<file path="config.mk">
export PLATFORM = sky130hd
export DESIGN_NAME = io_pad_arbiter
export DESIGN_NICKNAME = d
export VERILOG_FILES = /design/src/rtl/io_arb_pkg.sv /design/src/rtl/io_arb_rr_pick.sv /design/src/rtl/io_pad_arbiter.sv
export SDC_FILE = /design/constraint.sdc
export NUM_CORES = 1
export LEC_CHECK = 0
export CORE_AREA = 2 2 117 119
export CTS_BUF_LIST = sky130_fd_sc_hd__clkbuf_4 sky130_fd_sc_hd__clkbuf_8 sky130_fd_sc_hd__clkbuf_16
export DETAILED_ROUTE_END_ITERATION = 12
export DIE_AREA = 0 0 119 121
export GPL_ROUTABILITY_DRIVEN = 0
export MAX_ROUTING_LAYER = met4
export PLACE_DENSITY = 0.78
export RECOVER_POWER = 50
export SLEW_MARGIN = 30
export SYNTH_ARGS = -nofsm -noshare
export SYNTH_HDL_FRONTEND = slang
export SYNTH_SLANG_ARGS = --single-unit
export TNS_END_PERCENT = 50
</file>
<file path="constraint.sdc">
create_clock -name clk -period 4 [get_ports clk]
set_input_delay 0.6 -clock clk [delete_from_list [all_inputs] [get_ports clk]]
set_output_delay 0.6 -clock clk [all_outputs]
set_load 0.01 [all_outputs]
</file>
<file path="src/rtl/io_arb_pkg.sv">
// io_arb_pkg: shared state type, counter sizing helper and pad tristate
// constant for the IO pad arbiter.
package io_arb_pkg;

  typedef enum logic [1:0] {
    IDLE  = 2'd0,
    OWN   = 2'd1,
    DRAIN = 2'd2
  } arb_state_t;

  localparam logic OEB_TRISTATE = 1'b1;

  function automatic int cnt_width(input int max_val);
    int w;
    w = $clog2(max_val + 1);
    return (w < 1) ? 1 : w;
  endfunction

endpackage

</file>
<file path="src/rtl/io_arb_rr_pick.sv">
// io_arb_rr_pick: combinational round-robin picker. The search starts one
// past ptr and wraps, so the requester at ptr has the lowest priority.
module io_arb_rr_pick
  import io_arb_pkg::*;
#(
  parameter int NUM_REQ = 4,
  parameter int PTR_W   = $clog2(NUM_REQ)
) (
  input  logic [NUM_REQ-1:0] req,
  input  logic [PTR_W-1:0]   ptr,
  output logic               valid,
  output logic [NUM_REQ-1:0] winner
);

  logic [PTR_W-1:0] idx;
  logic             found;

  // Walk the requesters in priority order starting after ptr; first hit wins.
  always_comb begin
    winner = '0;
    found  = 1'b0;
    idx    = '0;
    for (int i = 1; i <= NUM_REQ; i++) begin
      idx = PTR_W'((int'(ptr) + i) % NUM_REQ);
      if (!found && req[idx]) begin
        winner[idx] = 1'b1;
        found       = 1'b1;
      end
    end
    valid = found;
  end

endmodule

</file>
<file path="src/rtl/io_pad_arbiter.sv">
// io_pad_arbiter: grants the whole user IO bank to one requester at a time,
// round-robin, with a tristate turnaround window between owners.
// Optional feature macro: IO_ARB_TENURE_EN (tenure limit / preemption).
module io_pad_arbiter
  import io_arb_pkg::*;
#(
  parameter int NUM_REQ     = 4,
  parameter int IO_WIDTH    = 24,
  parameter int TURN_CYCLES = 2,
  parameter int MAX_HOLD    = 255
) (
  input  logic                         clk,
  input  logic                         rst,
  input  logic [NUM_REQ-1:0]           req,
  input  logic [NUM_REQ*IO_WIDTH-1:0]  req_out,
  input  logic [NUM_REQ*IO_WIDTH-1:0]  req_oeb,
  output logic [NUM_REQ-1:0]           grant,
  output logic                         busy,
  input  logic [IO_WIDTH-1:0]          io_in,
  output logic [IO_WIDTH-1:0]          io_rd,
  output logic [IO_WIDTH-1:0]          io_out,
  output logic [IO_WIDTH-1:0]          io_oeb
);

  localparam int                  PTR_W      = $clog2(NUM_REQ);
  localparam int                  DRAIN_W    = cnt_width(TURN_CYCLES);
  localparam logic [IO_WIDTH-1:0] PADS_OFF   = {IO_WIDTH{OEB_TRISTATE}};
  localparam logic [PTR_W-1:0]    PTR_RESET  = PTR_W'(NUM_REQ - 1);
  localparam logic [DRAIN_W-1:0]  DRAIN_LAST = DRAIN_W'(TURN_CYCLES - 1);

  arb_state_t           state, state_n;
  logic [NUM_REQ-1:0]   grant_n;
  logic [PTR_W-1:0]     ptr, ptr_n;
  logic [DRAIN_W-1:0]   drain_cnt, drain_cnt_n;
  logic [IO_WIDTH-1:0]  io_out_n, io_oeb_n;

  logic                 pick_valid;
  logic [NUM_REQ-1:0]   pick_winner;
  logic [PTR_W-1:0]     pick_idx;
  logic                 owner_req;
  logic                 others_req;
  logic                 preempt;

  logic [IO_WIDTH-1:0]  slice_out [NUM_REQ];
  logic [IO_WIDTH-1:0]  slice_oeb [NUM_REQ];

  for (genvar g = 0; g < NUM_REQ; g++) begin : g_slice
    assign slice_out[g] = req_out[g*IO_WIDTH +: IO_WIDTH];
    assign slice_oeb[g] = req_oeb[g*IO_WIDTH +: IO_WIDTH];
  end

  io_arb_rr_pick #(
    .NUM_REQ (NUM_REQ),
    .PTR_W   (PTR_W)
  ) u_pick (
    .req    (req),
    .ptr    (ptr),
    .valid  (pick_valid),
    .winner (pick_winner)
  );

  // Convert the one-hot winner into an index for the round-robin pointer.
  always_comb begin
    pick_idx = '0;
    for (int i = 0; i < NUM_REQ; i++) begin
      if (pick_winner[i]) pick_idx = PTR_W'(i);
    end
  end

  assign owner_req  = |(req & grant);
  assign others_req = |(req & ~grant);

`ifdef IO_ARB_TENURE_EN
  localparam int                 HOLD_W   = cnt_width(MAX_HOLD);
  localparam logic [HOLD_W-1:0]  HOLD_MAX = HOLD_W'(MAX_HOLD);

  logic [HOLD_W-1:0] tenure;

  // Count owned cycles, cleared on each entry into OWN, saturating at MAX_HOLD.
  always_ff @(posedge clk or posedge rst) begin
    if (rst) begin
      tenure <= '0;
    end else if (state_n == OWN && state != OWN) begin
      tenure <= '0;
    end else if (state == OWN && tenure != HOLD_MAX) begin
      tenure <= tenure + 1'b1;
    end
  end

  assign preempt = (tenure == HOLD_MAX) && others_req;
`else
  assign preempt = 1'b0;
`endif

  // Next-state logic: arbitration, release/preemption, turnaround and pad data.
  always_comb begin
    state_n     = state;
    grant_n     = grant;
    ptr_n       = ptr;
    drain_cnt_n = drain_cnt;
    io_out_n    = io_out;
    io_oeb_n    = io_oeb;
    case (state)
      IDLE: begin
        if (pick_valid) begin
          state_n = OWN;
          grant_n = pick_winner;
          ptr_n   = pick_idx;
        end
      end
      OWN: begin
        if (!owner_req || preempt) begin
          state_n     = DRAIN;
          grant_n     = '0;
          drain_cnt_n = '0;
          io_out_n    = '0;
          io_oeb_n    = PADS_OFF;
        end else begin
          io_out_n = slice_out[ptr];
          io_oeb_n = slice_oeb[ptr];
        end
      end
      DRAIN: begin
        if (drain_cnt == DRAIN_LAST) begin
          drain_cnt_n = '0;
          if (pick_valid) begin
            state_n = OWN;
            grant_n = pick_winner;
            ptr_n   = pick_idx;
          end else begin
            state_n = IDLE;
          end
        end else begin
          drain_cnt_n = drain_cnt + 1'b1;
        end
      end
      default: begin
        state_n  = IDLE;
        grant_n  = '0;
        io_out_n = '0;
        io_oeb_n = PADS_OFF;
      end
    endcase
  end

  // State, grant, pointer, drain counter and pad registers.
  always_ff @(posedge clk or posedge rst) begin
    if (rst) begin
      state     <= IDLE;
      grant     <= '0;
      ptr       <= PTR_RESET;
      drain_cnt <= '0;
      io_out    <= '0;
      io_oeb    <= PADS_OFF;
    end else begin
      state     <= state_n;
      grant     <= grant_n;
      ptr       <= ptr_n;
      drain_cnt <= drain_cnt_n;
      io_out    <= io_out_n;
      io_oeb    <= io_oeb_n;
    end
  end

  assign busy  = (state != IDLE);
  assign io_rd = io_in;

endmodule
</file>
Word-level counts from Yosys, hierarchy flattened
Index checks and enable logic that the tools add are counted.

Input port bits: 222. Logic and storage cells: 103. Bits in registers: 58. Output and inout port bits: 77.

Bitwise operators: 5. Add/sub/neg operators: 5. Eq/ne operators: 6. Reductions and logical operators: 20. Multiplexer cells: 52. Magnitude comparators: 9.

Operator list (number): $mux W24 (6); $bmux W24 S2 (2); $pmux W24 S2 (2); $mux W4 (7); $mux W2 (9); $mux W1 (14); $lt A2 B3 Y1 const B (4); $or A4 B4 Y4 (3); $pmux W4 S3 (1); $bmux W1 S2 (4); $demux W1 S2 (4); $ge A2 B1 Y1 const B (4); $pmux W2 S2 (2); $logic_and A1 B1 Y1 (7); $add A2 B1 Y2 const B (3); $ne A2 B2 Y1 const B (3); $pmux W2 S3 (1); $reduce_and A2 Y1 (3); $reduce_bool A2 Y1 (3); $add A2 B2 Y2 const B (2); $and A4 B4 Y4 (1); $eq A2 B1 Y1 const B (2); $reduce_or A4 Y1 (1); $ge A3 B3 Y1 const B (1); 6 further kinds (8).

Depth between registers and ports, before layout
Depth after elaboration: 19. Gate-level depth with buffers: 11.

By module
From an unflattened synthesis, not the netlist that was laid out.

Cells, all modules: 316. Area, all modules: 4091.4 µm².

Modules (own cells, without submodules): io_pad_arbiter (instances 1, area each 3676.0 µm², cells an instance 268, sequential area each 1483.9 µm²); io_arb_rr_pick (instances 1, area each 415.4 µm², cells an instance 48, sequential area each 0.0 µm²).

Least setup slack after synthesis
Ideal clock, no wire load.

Path kind: flip-flop to flip-flop. From: register ptr[1]. To: register ptr[1]. Path buffers: 3. Stages on the path, launching flop included: 12. Library setup time: 0.088 ns. Slack: 1.072 ns. Data required time: 3.912 ns. Period minus slack after synthesis: 2.928 ns. Arrival time: 2.841 ns. Cells stage by stage: dfstp_2 buf_4 buf_2 buf_1 inv_1 ha_1 mux2i_1 o22ai_1 a211o_1 a22o_1 o21ai_1 o21ai_0.

Cells in the longest elaborated chain, start to end: 18. Elaborated cells on any way between the ends: 54. Those cells by class: 4 x add/sub; 8 x order compare; 29 x mux; 3 x bitwise; 10 x reduce/logical.

Ends and longest elaborated chain: from (decl) (line io_pad_arbiter.sv:33) `logic [PTR_W-1:0] ptr, ptr_n;`; from (signal assigned) (line io_pad_arbiter.sv:158) `ptr <= ptr_n;`; branches (longest 15 deep; another with $lt A2 B3 Y1); $mux W2 * (line io_pad_arbiter.sv:105, io_pad_arbiter.sv:126); $mux W2 (line io_pad_arbiter.sv:124) `if (drain_cnt == DRAIN_LAST) begin`; $pmux W2 S2 * (line io_pad_arbiter.sv:103) `case (state)`.

Mark *: on every way between the ends. The select of a mux whose other input is x is not followed. A chain may end at the register's enable or synchronous reset.

Worst setup path after layout
From: register ptr[0]. To: register ptr[1].

Same word-level chain as after synthesis.

==> results by group <==
Clock network
  • Post_cts resized: 0
  • Number of sinks driven by the clock tree: 58
  • CTS Hold Bufs: 0
  • CTS tree: done
  • H-tree Lvls: 3
  • Clock transition at the register clock pins on the worst setup and hold paths after CTS: about 50 ps
  • Post-CTS setup repair buffer count: 0
  • Skew-Pair Late Insertion Delay: 310 ps
  • Maximum clock path buffer count: 2
  • CTS root buffer: clkbuf_16
  • Clock buffers created by TritonCTS: 9

GRT
  • Wire length of the first global-routing pass: ~21 mm
  • Total routing usage reported by global routing: 19.0%
  • Global-route congestion overflow total: 0
  • Maximum number of pins on one net before global-route repair: 54
  • Vias in the first global route: roughly 3,800
  • Antenna violations before repair: 0

Floorplan
  • Die Wd: ~120 um
  • Starting density of the core: between 30% and 40%
  • Io pins: around 300
  • Die area: 14,400 um2
  • Cell Rows: 42
  • Die outline height: around 120 um
  • Placeable Area: roughly 13,000 um2

STA
  • RSZ-0062 raised after global routing: false
  • Rel. slew slack: 37.2%
  • Setup violators final: 0
  • Final worst path period need: around 3000 ps
  • Final cycle utilization of the critical path: 74.2%
  • Count of final hold-check violations: 0
  • Worst hold slack across all endpoints: 509 ps
  • Worst Max-Slew Pin Slew: 942 ps
  • Worst setup slack after layout: about 1000 ps
  • Number of slew-limit violations in the final report: 0
  • Setup Total Neg Slack: 0 ps
  • Clock skew: roughly 10 ps
  • FMAX: between 300 and 400 MHz

Synthesis
  • YS warnings: 0
  • Dominant cells by area after synthesis: mux4_2, dfrtp_1, dfstp_2
  • Leading cell types by count after synthesis: inv_1, mux4_2, dfrtp_1
  • Synth Net Count: 567
  • EDFF count, synth: 0
  • Fraction of synthesized cell area taken by the top area cell type: between 20% and 30%
  • Sequential cell area fraction in the yosys report: about 37%
  • Primary FF master, synth: dfrtp_1
  • Post-synth ARST share: between 90% and 100%
  • Number of different library cells in the post-synthesis netlist: between 40 and 50
  • Syn_area_per_cell: 11.9 um2
  • Synthesized instance count: between 300 and 400
  • Summed instance area of the synthesized netlist: around 4000 um2
  • Most instantiated library cell after synthesis: inv_1
  • Area leader, netlist: mux4_2
  • Post-synthesis sequential element count: 58

Critical path
  • Kind of end point of the critical path: register
  • Critical Setup Path Class: reg2reg
  • Crit path DAT: between 3000 and 4000 ps
  • Required time worst endpoint: between 4000 and 5000 ps
  • Crit path max fanout: 37
  • Critical path startpoint category: register

Placed design
  • DP HPWL: between 10 and 15 mm
  • Setup WS pre-CTS: approximately 1000 ps
  • Input/output buffers: 250

Power and ir drop
  • Power per cell area: 659 nW/um2
  • Leakage component of the power: between 2 and 3 nW
  • Worst VDD drop: between 0.2 and 0.3 mV

Routing
  • Post-DRT Antenna Nets: 0
  • Drt first-iter violations: around 160
  • Per-cell via count in the routed design: around 4.9
  • Residual DRC count: 0
  • TritonRoute pass-1 iters: 4
  • Total via count after detailed routing: 3,627
  • Aggregate routed wire length: around 13 mm
  • WL per Instance: roughly 18 um

Flow run
  • Maxcap violations: 0

Hold path
  • Kind of path behind the tightest hold check: reg2reg

Cells and area
  • Area grow syn2layout: 68.3%
  • Proportion of layout cells with a drive suffix above 1: between 10% and 20%
  • Count of antenna diodes in the layout: 0
  • Total number of nets in the final design: just under 800

Outcome
  • Run status: completed
-- layer usage --
layer	global-route usage [%]	part of all wire, %	up-vias	wire (um)
met5	-	0	-	0
met4	4.99	1.8	0	233
met3	5.31	6.7	18	897
met2	33.0	53	140	7050
met1	21.7	38	1796	5110
li1	-	-	1673	-
-- layout by cell type (no fill, tap or decap), types with 2 or more instances in the layout --
master,netlist,final
nand4b_1,2,2
nand2_1,12,12
dfrtp_1,32,31
a22o_1,4,4
o22ai_1,30,30
nor2_1,2,2
buf_4,25,5
nand3b_1,2,2
a211oi_1,2,2
inv_1,53,53
mux2i_1,4,4
o22a_1,24,24
ha_1,8,8
o21ai_1,2,2
o21ai_0,3,3
clkinv_2,0,3
a22oi_1,3,3
clkbuf_8,0,2
dlygate4sd3_1,0,13
nand2b_1,7,7
clkbuf_16,0,9
clkdlybuf4s50_1,0,237
nor2b_1,5,5
mux4_2,49,49
clkbuf_4,0,2
dfstp_2,26,25
-- flip-flops by register name, indices dropped and copies added, names as in the netlist --
name       cells
grant          4
ptr            2
state          2
io_oeb        24
io_out        24
drain_cnt      2
-- cell type report --
type                    count  area [um2]
multi-input cells         176        2040
repair buffers            255        2540
fillers                  1140        6320
well taps                 176         220
flip-flops and latches     58        1490
clock buffers              13         268
clock inverters             3        15.0
inverters                  53         199
-- worst max-delay path, stage by stage (launching register included) --
cell,delay (ps)
dfstp_4,940
inv_1,270
ha_1,420
mux2i_1,380
o22ai_1,140
a211o_1,310
a22o_1,190
o21ai_1,120
o21ai_0,90
-- final timing paths --
kind / startpoint / to / slack (ps) / cells after the start
min: drain_cnt[1]$_DFFE_PP0P_ / drain_cnt[1]$_DFFE_PP0P_ / 510 / 1
max in group asynchronous: rst / io_oeb[20]$_DFFE_PP1N_ / 2020 / 3
max: ptr[0]$_DFFE_PP1P_ / ptr[1]$_DFFE_PP1P_ / 1030 / 8
min in group asynchronous: rst / drain_cnt[1]$_DFFE_PP0P_ / 960 / 2
max reg2reg: ptr[0]$_DFFE_PP1P_ / ptr[1]$_DFFE_PP1P_ / 1030 / 8
min reg2reg: drain_cnt[1]$_DFFE_PP0P_ / drain_cnt[1]$_DFFE_PP0P_ / 510 / 1
-- stage by stage --
| step | std cells | total power [mW] | utilization, % | area, um2 |
|---|---|---|---|---|
| 6_report | 734 | 4.46 | 51.7 | 6770 |
| 5_1_grt | 734 | 4.77 | 51.7 | 6770 |
| 4_1_cts | 734 | 4.55 | 51.7 | 6770 |
| 3_5_place_dp | 718 | 3.82 | 49.6 | 6480 |
| 3_3_place_gp | 718 | 3.73 | 49.6 | 6480 |
| 2_1_floorplan | 337 | 2.78 | - | 4020 |
-- cell families after synthesis --
group	synth area share [%]
AND/OR/NAND/NOR	5.32
buffers and inverters	12.4
adder cells (fa/ha/maj)	2.49
XOR/XNOR	0.218
flip-flops	36.9
AO/OA/AOI/OAI	13.9
multiplexers	28.7
-- power by group --
part | internal, mW | leakage [nW] | total [mW] | switching, mW
sequential | 0.971 | 0.703 | 1.26 | 0.291
clock | 0.462 | 0.146 | 0.699 | 0.237
combinational | 1.43 | 1.84 | 2.50 | 1.07
total | 2.86 | 2.69 | 4.46 | 1.60
(Power assumes the default switching activity.)
